===== src/rtl/note_sequencer.sv =====
// note_sequencer: plays a stored melody by driving the signal generator's frequency input.
// Latency: start sampled on edge t -> first note visible from edge t+1; all outputs registered.
// Flow: no backpressure; stop aborts in one cycle, start while busy or with load_en is ignored.
//
// Ports:
//   CLK_32KHz        sample clock (only clock)
//   reset            synchronous, active-high
//   load_en/addr/
//   freq/dur         song table write port (usable at any time, including during playback)
//   start/stop       begin playback from entry 0 / abort playback
//   loop_en          at end of song, restart from entry 0 instead of finishing
//   outputFrequency  frequency to the generator (clamped to 8000 Hz), 0 during gaps/rests/idle
//   noteActive       high while a non-rest note sounds
//   noteIndex        current table entry
//   busy             high while playing
//   songDone         one-cycle pulse on normal completion
module note_sequencer #(
   parameter int SONG_LENGTH    = 16,
   parameter int TICKS_PER_UNIT = 3200,
   parameter int GAP_TICKS      = 320
) (
   input  logic                           CLK_32KHz,
   input  logic                           reset,
   input  logic                           load_en,
   input  logic [$clog2(SONG_LENGTH)-1:0] load_addr,
   input  logic [13:0]                    load_freq,
   input  logic [3:0]                     load_dur,
   input  logic                           start,
   input  logic                           stop,
   input  logic                           loop_en,
   output logic [13:0]                    outputFrequency,
   output logic                           noteActive,
   output logic [$clog2(SONG_LENGTH)-1:0] noteIndex,
   output logic                           busy,
   output logic                           songDone
);

   localparam int          AW       = $clog2(SONG_LENGTH);
   localparam logic [19:0] TPU20    = 20'(TICKS_PER_UNIT);
   localparam bit          NO_GAP   = (GAP_TICKS == 0);
   localparam logic [15:0] GAP_M1   = (GAP_TICKS > 0) ? 16'(GAP_TICKS - 1) : 16'd0;
   localparam logic [13:0] FREQ_MAX = 14'd8000;

   typedef enum logic [1:0] {S_IDLE, S_NOTE, S_GAP} state_t;

   // Song table; deliberately not reset so a reset keeps the loaded melody.
   logic [13:0] freq_mem [SONG_LENGTH];
   logic [3:0]  dur_mem  [SONG_LENGTH];

   state_t          state_q;
   logic [13:0]     freq_q;
   logic            active_q;
   logic [AW-1:0]   idx_q;
   logic            busy_q;
   logic            done_q;
   logic [19:0]     dur_cnt_q;   // 15 x 65535 needs 20 bits
   logic [15:0]     gap_cnt_q;

   logic [AW-1:0]   next_idx_d;
   logic [AW-1:0]   tgt_idx_d;
   logic            end_of_song;
   logic            at_boundary;
   logic            idle_start;
   logic [13:0]     tgt_freq;
   logic [3:0]      tgt_dur;
   logic            tgt_empty;
   logic [13:0]     tgt_freq_clamped;
   logic [19:0]     tgt_ticks_m1;
   logic            go_enter;
   logic            go_finish;

   always_ff @(posedge CLK_32KHz) begin
      if (load_en) begin
         freq_mem[load_addr] <= load_freq;
         dur_mem[load_addr]  <= load_dur;
      end
   end

   always_comb begin
      // Table size is a power of two, so the increment wraps last -> 0 on its own.
      next_idx_d  = idx_q + 1'b1;
      end_of_song = (&idx_q) || (dur_mem[next_idx_d] == 4'd0);

      // Cycle in which a note (with no gap) or a gap has run out and we must advance.
      at_boundary = ((state_q == S_NOTE) && (dur_cnt_q == 20'd0) && NO_GAP) ||
                    ((state_q == S_GAP)  && (gap_cnt_q == 16'd0));
      idle_start  = (state_q == S_IDLE) && start && !load_en;

      // Entry we would enter next: 0 from idle or when wrapping at end of song.
      tgt_idx_d        = ((state_q == S_IDLE) || end_of_song) ? '0 : next_idx_d;
      tgt_freq         = freq_mem[tgt_idx_d];
      tgt_dur          = dur_mem[tgt_idx_d];
      tgt_empty        = (tgt_dur == 4'd0);
      tgt_freq_clamped = (tgt_freq > FREQ_MAX) ? FREQ_MAX : tgt_freq;
      tgt_ticks_m1     = 20'(tgt_dur) * TPU20 - 20'd1;

      // Finishing covers: empty song on start, end of song without loop,
      // and a loop request whose entry 0 is itself the end marker.
      go_finish = (idle_start && tgt_empty) ||
                  (at_boundary && ((end_of_song && !loop_en) || tgt_empty));
      go_enter  = (idle_start || at_boundary) && !go_finish;
   end

   always_ff @(posedge CLK_32KHz) begin
      // stop behaves exactly like reset on the sequencer state: idle, all zero, no songDone.
      if (reset || stop) begin
         state_q   <= S_IDLE;
         freq_q    <= '0;
         active_q  <= 1'b0;
         idx_q     <= '0;
         busy_q    <= 1'b0;
         done_q    <= 1'b0;
         dur_cnt_q <= '0;
         gap_cnt_q <= '0;
      end else begin
         done_q <= 1'b0;
         if (go_enter) begin
            state_q   <= S_NOTE;
            idx_q     <= tgt_idx_d;
            freq_q    <= tgt_freq_clamped;
            active_q  <= (tgt_freq != 14'd0);
            busy_q    <= 1'b1;
            dur_cnt_q <= tgt_ticks_m1;
         end else if (go_finish) begin
            state_q  <= S_IDLE;
            idx_q    <= '0;
            freq_q   <= '0;
            active_q <= 1'b0;
            busy_q   <= 1'b0;
            done_q   <= 1'b1;
         end else begin
            case (state_q)
               S_NOTE: begin
                  // A zero count here only happens with a gap configured;
                  // the no-gap case is handled as a boundary above.
                  if (dur_cnt_q == 20'd0) begin
                     state_q   <= S_GAP;
                     freq_q    <= '0;
                     active_q  <= 1'b0;
                     gap_cnt_q <= GAP_M1;
                  end else begin
                     dur_cnt_q <= dur_cnt_q - 20'd1;
                  end
               end
               S_GAP: begin
                  if (gap_cnt_q != 16'd0) begin
                     gap_cnt_q <= gap_cnt_q - 16'd1;
                  end
               end
               default: ;
            endcase
         end
      end
   end

   assign outputFrequency = freq_q;
   assign noteActive      = active_q;
   assign noteIndex       = idx_q;
   assign busy            = busy_q;
   assign songDone        = done_q;

endmodule


===== config.mk =====
export PLATFORM = sky130hd
export DESIGN_NAME = note_sequencer
export DESIGN_NICKNAME = d
export VERILOG_FILES = /design/src/rtl/note_sequencer.sv
export SDC_FILE = /design/constraint.sdc
export NUM_CORES = 1
export LEC_CHECK = 0
export CAP_MARGIN = 20
export CORE_MARGIN = 3
export CORE_UTILIZATION = 25
export DETAILED_ROUTE_END_ITERATION = 10
export PLACE_DENSITY = 0.5
export SETUP_SLACK_MARGIN = 0.3
export SLEW_MARGIN = 40
export SYNTH_ARGS = -nofsm -noshare
export SYNTH_HDL_FRONTEND = slang
export SYNTH_SLANG_ARGS = --single-unit
export TNS_END_PERCENT = 1

===== constraint.sdc =====
create_clock -name CLK_32KHz -period 8 [get_ports CLK_32KHz]
set_input_delay 1.6 -clock CLK_32KHz [delete_from_list [all_inputs] [get_ports CLK_32KHz]]
set_output_delay 1.6 -clock CLK_32KHz [all_outputs]
set_load 0.03 [all_outputs]

After elaboration in Yosys (flattened, before gate mapping) --
Memory sizes are Yosys's and may differ from the RTL's. Cells that the tools add are included.
Word-level totals: flip-flop bits (word level) 59, memories kept 2, logic and storage cells 88, output and inout bits 21, input bits 28, RAM bits 288
Cells by class: $lt $le $gt $ge 1, $add $sub $neg 4, reductions and logical operators 35, bitwise logic cells 2, muxes and demuxes 28, equality and inequality tests 6, $mul 1
Memory list:
- freq_mem | words 16, bits a word 14, rd ports 1, clocked after memory_dff 0, write ports 1, line 47 | logic [13:0] freq_mem [SONG_LENGTH];
- dur_mem | words 16, bits a word 4, rd ports 2, clocked after memory_dff 0, write ports 1, line 48 | logic [3:0] dur_mem [SONG_LENGTH];
Operators by type and width (count):
- 20-bit two-way mux | 4
- 14-bit two-way mux | 5
- 16-bit two-way mux | 2
- 16-bit one-hot mux with 2 select lines | 1
- 20-bit logical NOT | 1
- 20-bit by 1-bit subtractor with 20-bit output, second input constant | 1
- 16-bit by 1-bit subtractor with 17-bit output, second input constant | 1
- 16-bit logical NOT | 1
- 16-bit nonzero test | 1
- 16-bit by 1-bit subtractor with 16-bit output, second input constant | 1
- 14-bit by 13-bit greater-than comparator with 1-bit output, second input constant | 1
- 14-bit nonzero test | 1
- 1-bit two-way mux | 13
- 4-bit two-way mux | 3
- 4-bit by 5-bit multiplier with 9-bit output, second input constant | 1
- 4-bit logical NOT | 2
- 1-bit logical AND | 7
- 1-bit logical OR | 6
- 2-bit nonzero test | 3
- 3-bit nonzero test | 2
- 5-bit AND reduction | 1
- 4-bit by 1-bit adder with 4-bit output, second input constant | 1
- 2-bit by 1-bit inequality test with 1-bit output, second input constant | 2
- 2-bit inequality test, second input constant | 2
- other kinds (10) | 14

Logic depth before layout (Yosys ltp) --
Gate-level depths: netlist of run 1. An unclocked memory read counts as a cell.
word-level depth 15, gate-level depth with buffers 25, gate-level depth less buffers 21

Least setup slack after synthesis of run 1 --
Ideal clock, no wire load.
path kind reg2reg, start reg idx_q[0] (netlist: noteIndex[0]), end reg dur_cnt_q[15], library setup time 60 ps, path buffers 4, period minus slack after synthesis 5305 ps, cell stages (with the launch flop) 23, arrival time 5245 ps, path slack 2695 ps, path through dfxtp_1 > ha_1 > buf_4 > mux4_2 > o311ai_2 > o211a_4 > nor2_1 > buf_2 > buf_2 > clkbuf_1 > mux2i_1 > o21ai_0 > a211oi_1 > a21oi_1 > o21a_1 > ha_1 > ha_1 > fa_1 > nor4_1 > and2_1 > o31ai_1 > a211oi_1 > and3_1
Between the ends: word-level cells in the longest chain between the ends 15, elaborated cells on any way between the ends 22
RTL lines:
- start: declaration | line 53 | logic [AW-1:0] idx_q;
- start signal: assignment | line 119 | idx_q <= tgt_idx_d;
- parallel branches: the longest is 15 deep, another holds 16-bit by 1-bit subtractor with 17-bit output
- end signal: assignment | line 123 | dur_cnt_q <= tgt_ticks_m1;
- end signal: assignment | line 142 | dur_cnt_q <= dur_cnt_q - 20'd1;
- end: declaration | line 56 | logic [19:0] dur_cnt_q;
Parallel ways; which one is timed is not known. A chain may end at the register's enable or synchronous reset.

Worst setup path after layout of run 1 --
start reg idx_q[1] (netlist: noteIndex[1]), end reg dur_cnt_q[15]
Same word-level chain as after synthesis.

==> results of run 1 <==
path summary, 6_finish.rpt:
kind                      from            end
setup reg to reg  noteIndex[1]  dur_cnt_q[15]
hold / removal            busy           busy
setup / recovery  noteIndex[1]  dur_cnt_q[15]
hold reg to reg           busy           busy
cells in the final DEF, fill, tap and decap left out, drive strengths merged, types with 8 or more instances in the layout:
cell,netlist,final
nor4,14,14
edfxtp,288,288
dfxtp,59,59
a211oi,12,12
a21oi,65,65
o31ai,9,9
clkbuf,38,50
o21ai,58,58
nand3,40,40
clkinv,1,18
a311oi,16,16
a2111oi,8,8
a22o,13,13
ha,18,18
buf,23,44
o22ai,18,18
mux2,9,9
xnor2,18,18
a32oi,8,8
o211ai,11,11
nand2b,14,14
and3,9,9
a211o,9,9
nand2,155,155
mux2i,27,27
inv,14,16
clkdlybuf4s50,0,48
nor2,110,110
nor3,49,49
a31oi,30,30
or3,16,16
synth_stat cells (all sizes together), types with 11 or more instances:
cell / n
a211oi: 12
a21oi: 65
a22o: 13
a311oi: 16
a31oi: 30
buf: 23
clkbuf: 38
dfxtp: 59
edfxtp: 288
ha: 18
inv: 14
mux2i: 27
nand2: 155
nand2b: 14
nand3: 40
nor2: 110
nor3: 49
nor4: 14
o211ai: 11
o21ai: 58
o22ai: 18
or3: 16
xnor2: 18
sequential cells by signal (all words and copies together) (netlist names):
register,count
busy,1
dur_cnt_q,20
dur_mem,64
freq_mem,224
gap_cnt_q,16
noteActive,1
noteIndex,4
outputFrequency,14
songDone,1
state_q,2
worst register-to-register path, cell delays in order, from the launching register on:
cell       delay, ps
dfxtp_1          360
ha_2             690
mux2i_1          270
nor2_1            70
a2111oi_2        500
o211ai_2         370
nand2_1          720
nor2_1           130
a2111oi_0        650
a32o_1           370
inv_1            120
ha_1             290
ha_1             230
fa_1             400
xor2_1           210
nor4_1           360
and2_1           240
o31ai_1           90
a211oi_1         250
and3_1           170
power by group:
group	switching (mW)	leakage, nW	internal [mW]
logic	0.171	2.30	0.0895
registers	0.0210	3.08	2.00
clock network	0.762	0.587	0.965
kinds of logic after synthesis:
| family | synth area share [%] |
|---|---|
| adder cells (fa/ha/maj) | 1.58 |
| buffers and inverters | 2.17 |
| AO/OA/AOI/OAI | 14.8 |
| multiplexers | 2.83 |
| XOR/XNOR | 1.46 |
| AND/OR/NAND/NOR | 13.9 |
| flip-flops | 63.3 |
through the flow:
step / std cells / setup WS (ps) / cell area [sq um] / hold WS, ps
global placement: 2133 / 1510 / 17100 / 444
CTS: 2218 / 1290 / 18600 / 460
global route: 2218 / 959 / 18700 / 500
finish: 2218 / 1440 / 18700 / 458
detailed placement: 2146 / 1310 / 17400 / 452
floorplan: 1287 / 2700 / 15500 / 440
final cells by class:
| cell class | count | area share, % |
|---|---|---|
| Multi-Input combinational cell | 864 | 29.6 |
| Timing Repair Buffer | 92 | 5.35 |
| Clock buffer | 50 | 5.56 |
| Sequential cell | 347 | 52.7 |
| Inverter | 15 | 0.302 |
| Clock inverter | 22 | 0.965 |
| Tap cell | 828 | 5.55 |
routing by layer:
metal	track usage [%]	up-vias	share of wire [%]
met3	2.82	117	6.8
li1	-	5121	-
met5	0	-	0
met2	24.6	479	46
met4	6.02	0	3.8
met1	21.2	5723	44
==> metrics.cfg, run 1 <==
[cells_and_area]
syn_to_final_growth_pct = 20.2
multiInputGateArea_sq_mm = 0.00553
fin_util_pct = 30.6
fill_cells = 6155
regArea_sq_mm = 0.00983
layout.nets = 1407
n_antenna_cell = 0
drive_gt1_share_pct = 11.8

[global_routing]
grt_pass1_vias = 11200
overflow = 0
grt_max_degree = 67
grtUsageTotal_pct = 15.5
grt_pass1_wl_mm = 76.5
antenna_found_initial = 3

[synthesis]
ys_ff_latch = 347
syn-instance-count = 1287
ys_seq_area_share_pct = 63.3
syn_area_sq_mm = 0.0155
synth.largest_area_cell = edfxtp_1
syn_nets = 1334
ys_types = 88
syn_avg_cell_area_sq_um = 12.1
yosysWarnings = 0
synthArstFlopShare_pct = 0
synthTopCellsByArea = edfxtp_1 (56%), dfxtp_1 (7.6%), nand2_1 (3.7%), nor2_1 (2.7%), a21oi_1 (2.1%)
synth_top_area_share_pct = 55.7
synthFlopType = edfxtp_1
synth_edf_count = 288

[floorplan]
dieArea_sq_mm = 0.0652
dieWidth_um = 255
rows = 90
die_h_um = 255
core_area_sq_mm = 0.0609
initial_core_util_pct = 25.5
io_pins = 49

[critical_path]
worstPathArrival_ps = 7060
endpoint_kind = flop
worstSetupPathType = reg2reg
crit_buf_inv = 1
cp_num_cells = 19
critPathMaxStageDelay_ps = 720
critPathMaxFanout = 24
reg2reg_depth = 19
path_cells = ha_2 -> mux2i_1 -> nor2_1 -> a2111oi_2 -> o211ai_2 -> nand2_1 -> nor2_1 -> a2111oi_0 -> a32o_1 -> inv_1 -> ha_1 -> ha_1 -> fa_1 -> xor2_1 -> nor4_1 -> and2_1 -> o31ai_1 -> a211oi_1 -> and3_1
crit_path_start_kind = flop
reg2reg_slack_ps = 1440
slowest_stage = nand2_1
crit_required_ps = 8500
critPathTopFamily = compound AO/OA/AOI/OAI gates

[timing]
fmax_ghz = 0.152
slew_headroom_pct = 47.1
hold_viol = 0
worst_slew_pin_slew_ps = 790
fin_crit_ps = 6560
skew_ps = 36.3
maxSlewViolCount = 0
tns_ps = 0
finalCritPeriodShare_pct = 82.0
rsz0062_at_grt = no
finalSetupViolations = 0

[placed_design]
portBuffers = 48
hpwl_mm = 34.6
gp_congestion = 0.864

[clock_tree]
htree_levels = 2
clkSinkCount = 347
cts_buffer_depth = 3
clk_latency_ps = 560
cts_hold_buffers = 0
cts_made_buffers = 40
cts_setup_buffers = 0
cts_tree = yes
cts-root-buf = clkbuf_16
cts-resized-gates = 0
clkTransAtPathRegs_ps = 60

[detailed_routing]
routedWlPerCell_um = 23.4
drtAntennaViolNets = 0
wl_mm = 51.9
num_vias = 11400
drc_errors = 0
dr.pass1.iters = 5
drtIter0Drc = 1131
avgViaCountPerCell = 5.16

[status]
status = completed

[power_and_ir_drop]
powerDensity_mw_per_mm2 = 214
ir_drop_uv = 135
leakagePower_nw = 5.96
p_total_mw = 4.01

[min_path]
min_path_type = reg2reg
whs_path_depth = 2

[flow_run]
drv_cap = 0

No activity file was read; power rests on OpenSTA's default activity.
==> run 2: changes to the inputs <==
==> constraint.sdc (replaced) <==
create_clock -name CLK_32KHz -period 6.6 [get_ports CLK_32KHz]
set_input_delay 1.32 -clock CLK_32KHz [delete_from_list [all_inputs] [get_ports CLK_32KHz]]
set_output_delay 1.32 -clock CLK_32KHz [all_outputs]
set_load 0.03 [all_outputs]
==> metrics.cfg, run 2 (synthesized netlist as in run 1, its figures left out) <==
[status]
status = completed

[clock_tree]
cts_made_buffers = 38
htree_levels = 2
cts-root-buf = clkbuf_16
clkSinkCount = 347
cts_tree = yes
clk_latency_ps = 550
cts-resized-gates = 0
clkTransAtPathRegs_ps = 60
cts_hold_buffers = 0
cts_buffer_depth = 3
cts_setup_buffers = 0

[timing]
whs_ps = 440
skew_ps = 25.0
fmax_ghz = 0.170
finalSetupViolations = 0
slew_headroom_pct = 43.7
rsz0062_at_grt = no
maxSlewViolCount = 0
tns_ps = 0
fin_crit_ps = 5900
hold_viol = 0
worst_slew_pin_slew_ps = 841
finalCritPeriodShare_pct = 89.4

[global_routing]
grt_pass1_wl_mm = 77.5
grtUsageTotal_pct = 15.8
grt_pass1_vias = 11400
overflow = 0
antenna_found_initial = 0
grt_max_degree = 71

[critical_path]
crit_required_ps = 7100
critPathMaxFanout = 18
endpoint_kind = flop
worstSetupPathType = reg2reg
crit_path_start_kind = flop
worstPathArrival_ps = 6390

[power_and_ir_drop]
ir_drop_uv = 135
leakagePower_nw = 6.04
powerDensity_mw_per_mm2 = 264

[floorplan]
dieWidth_um = 255
io_pins = 49
die_h_um = 255
dieArea_sq_mm = 0.0652
initial_core_util_pct = 25.5
core_area_sq_mm = 0.0609
rows = 90

[min_path]
min_path_type = reg2reg

[detailed_routing]
num_vias = 11500
avgViaCountPerCell = 5.17
routedWlPerCell_um = 23.7
dr.pass1.iters = 5
drc_errors = 0
drtAntennaViolNets = 0
drtIter0Drc = 1099
wl_mm = 52.8

[cells_and_area]
largest_reg_flops = 224
syn_to_final_growth_pct = 20.8
finalNonFillerCells = 2225
fill_cells = 6152
final_cell_mix = edfxtp_1 (288), nand2_1 (155), nor2_1 (94), a21oi_1 (64), dfxtp_1 (58)
multiInputGateArea_sq_mm = 0.00552
drive_gt1_share_pct = 12.3
regMostFlops = freq_mem
regArea_sq_mm = 0.00983
largest_registers = freq_mem: 224 flops, dur_mem: 64 flops, dur_cnt_q: 20 flops
final_common_cell = edfxtp_1
layout.nets = 1417
fin_util_pct = 30.8
n_antenna_cell = 0

[placed_design]
hpwl_mm = 35.3
dp_cells = 2158
portBuffers = 48
gp_congestion = 0.924

[flow_run]
drv_cap = 0

## run 2: changes by cell type in the layout (fill, tap and decap cells not counted), sizes merged
cell / delta
clkinvlp: -2
buf: +12
clkbuf: -4
inv: -1
clkinv: -3
bufinv: +5
## run 2: worst max-delay path, cell delays in order (launching register included)
cell and delay (ps):
dfxtp_1 360, ha_2 590, or3b_2 480, a21oi_1 240, o2111ai_1 180, buf_4 250, nand2_1 270, buf_4 290
o21ai_0 90, and3_1 180, a2111oi_0 370, a211o_1 290, inv_1 140, ha_1 210, nand3_1 160, and3_1 470
nand2_1 340, or2_1 350, o2bb2ai_2 380, a22o_1 190
## run 2: report_power, final
part / internal (mW) / total, mW / switching, mW
logic: 0.108 / 0.317 / 0.209
clock network: 1.30 / 2.19 / 0.892
registers: 2.42 / 2.44 / 0.0245
## run 2: layout make-up
cell class                 instances  area share, %
clock inverter                    21           1.45
timing repair buffer             104           5.73
clock buffer                      46           5.22
multi-input combinational        864           29.4
tap                              828           5.52
sequential                       347           52.4
inverter                          15          0.300
## run 2: final timing paths
check | from | endpoint | slack, ps | cells past startpoint
max | noteIndex[1] | outputFrequency[3] | 700 | 19
min | outputFrequency[9] | outputFrequency[9] | 440 | 2
max reg2reg | noteIndex[1] | outputFrequency[3] | 700 | 19
min reg2reg | outputFrequency[9] | outputFrequency[9] | 440 | 2
## run 2: stage by stage
step / power (mW) / area, sq um / worst slack, ps
2_1_floorplan: 2.66 / 15500 / 1300
3_3_place_gp: 2.80 / 17300 / 652
3_5_place_dp: 2.81 / 17500 / 622
4_1_cts: 5.00 / 18800 / 600
5_1_grt: 5.13 / 18800 / 348
6_report: 4.95 / 18800 / 702
## run 2: layer usage
metal	global-route usage [%]	up-vias	wire [um]
met5	0	-	0
met4	5.43	0	1660
met3	3.33	105	4180
met2	24.9	532	23900
met1	21.5	5724	23000
li1	-	5151	-
==> run 3: changes to the inputs <==
--- a/config.mk
+++ b/config.mk
@@ -9,6 +9,7 @@
 export CORE_MARGIN = 3
 export CORE_UTILIZATION = 25
 export DETAILED_ROUTE_END_ITERATION = 10
+export HOLD_SLACK_MARGIN = 0.12
 export PLACE_DENSITY = 0.5
 export SETUP_SLACK_MARGIN = 0.3
 export SLEW_MARGIN = 40
==> results of run 3 <==
No change in the layout: final DEF, timing and power equal those of run 2.
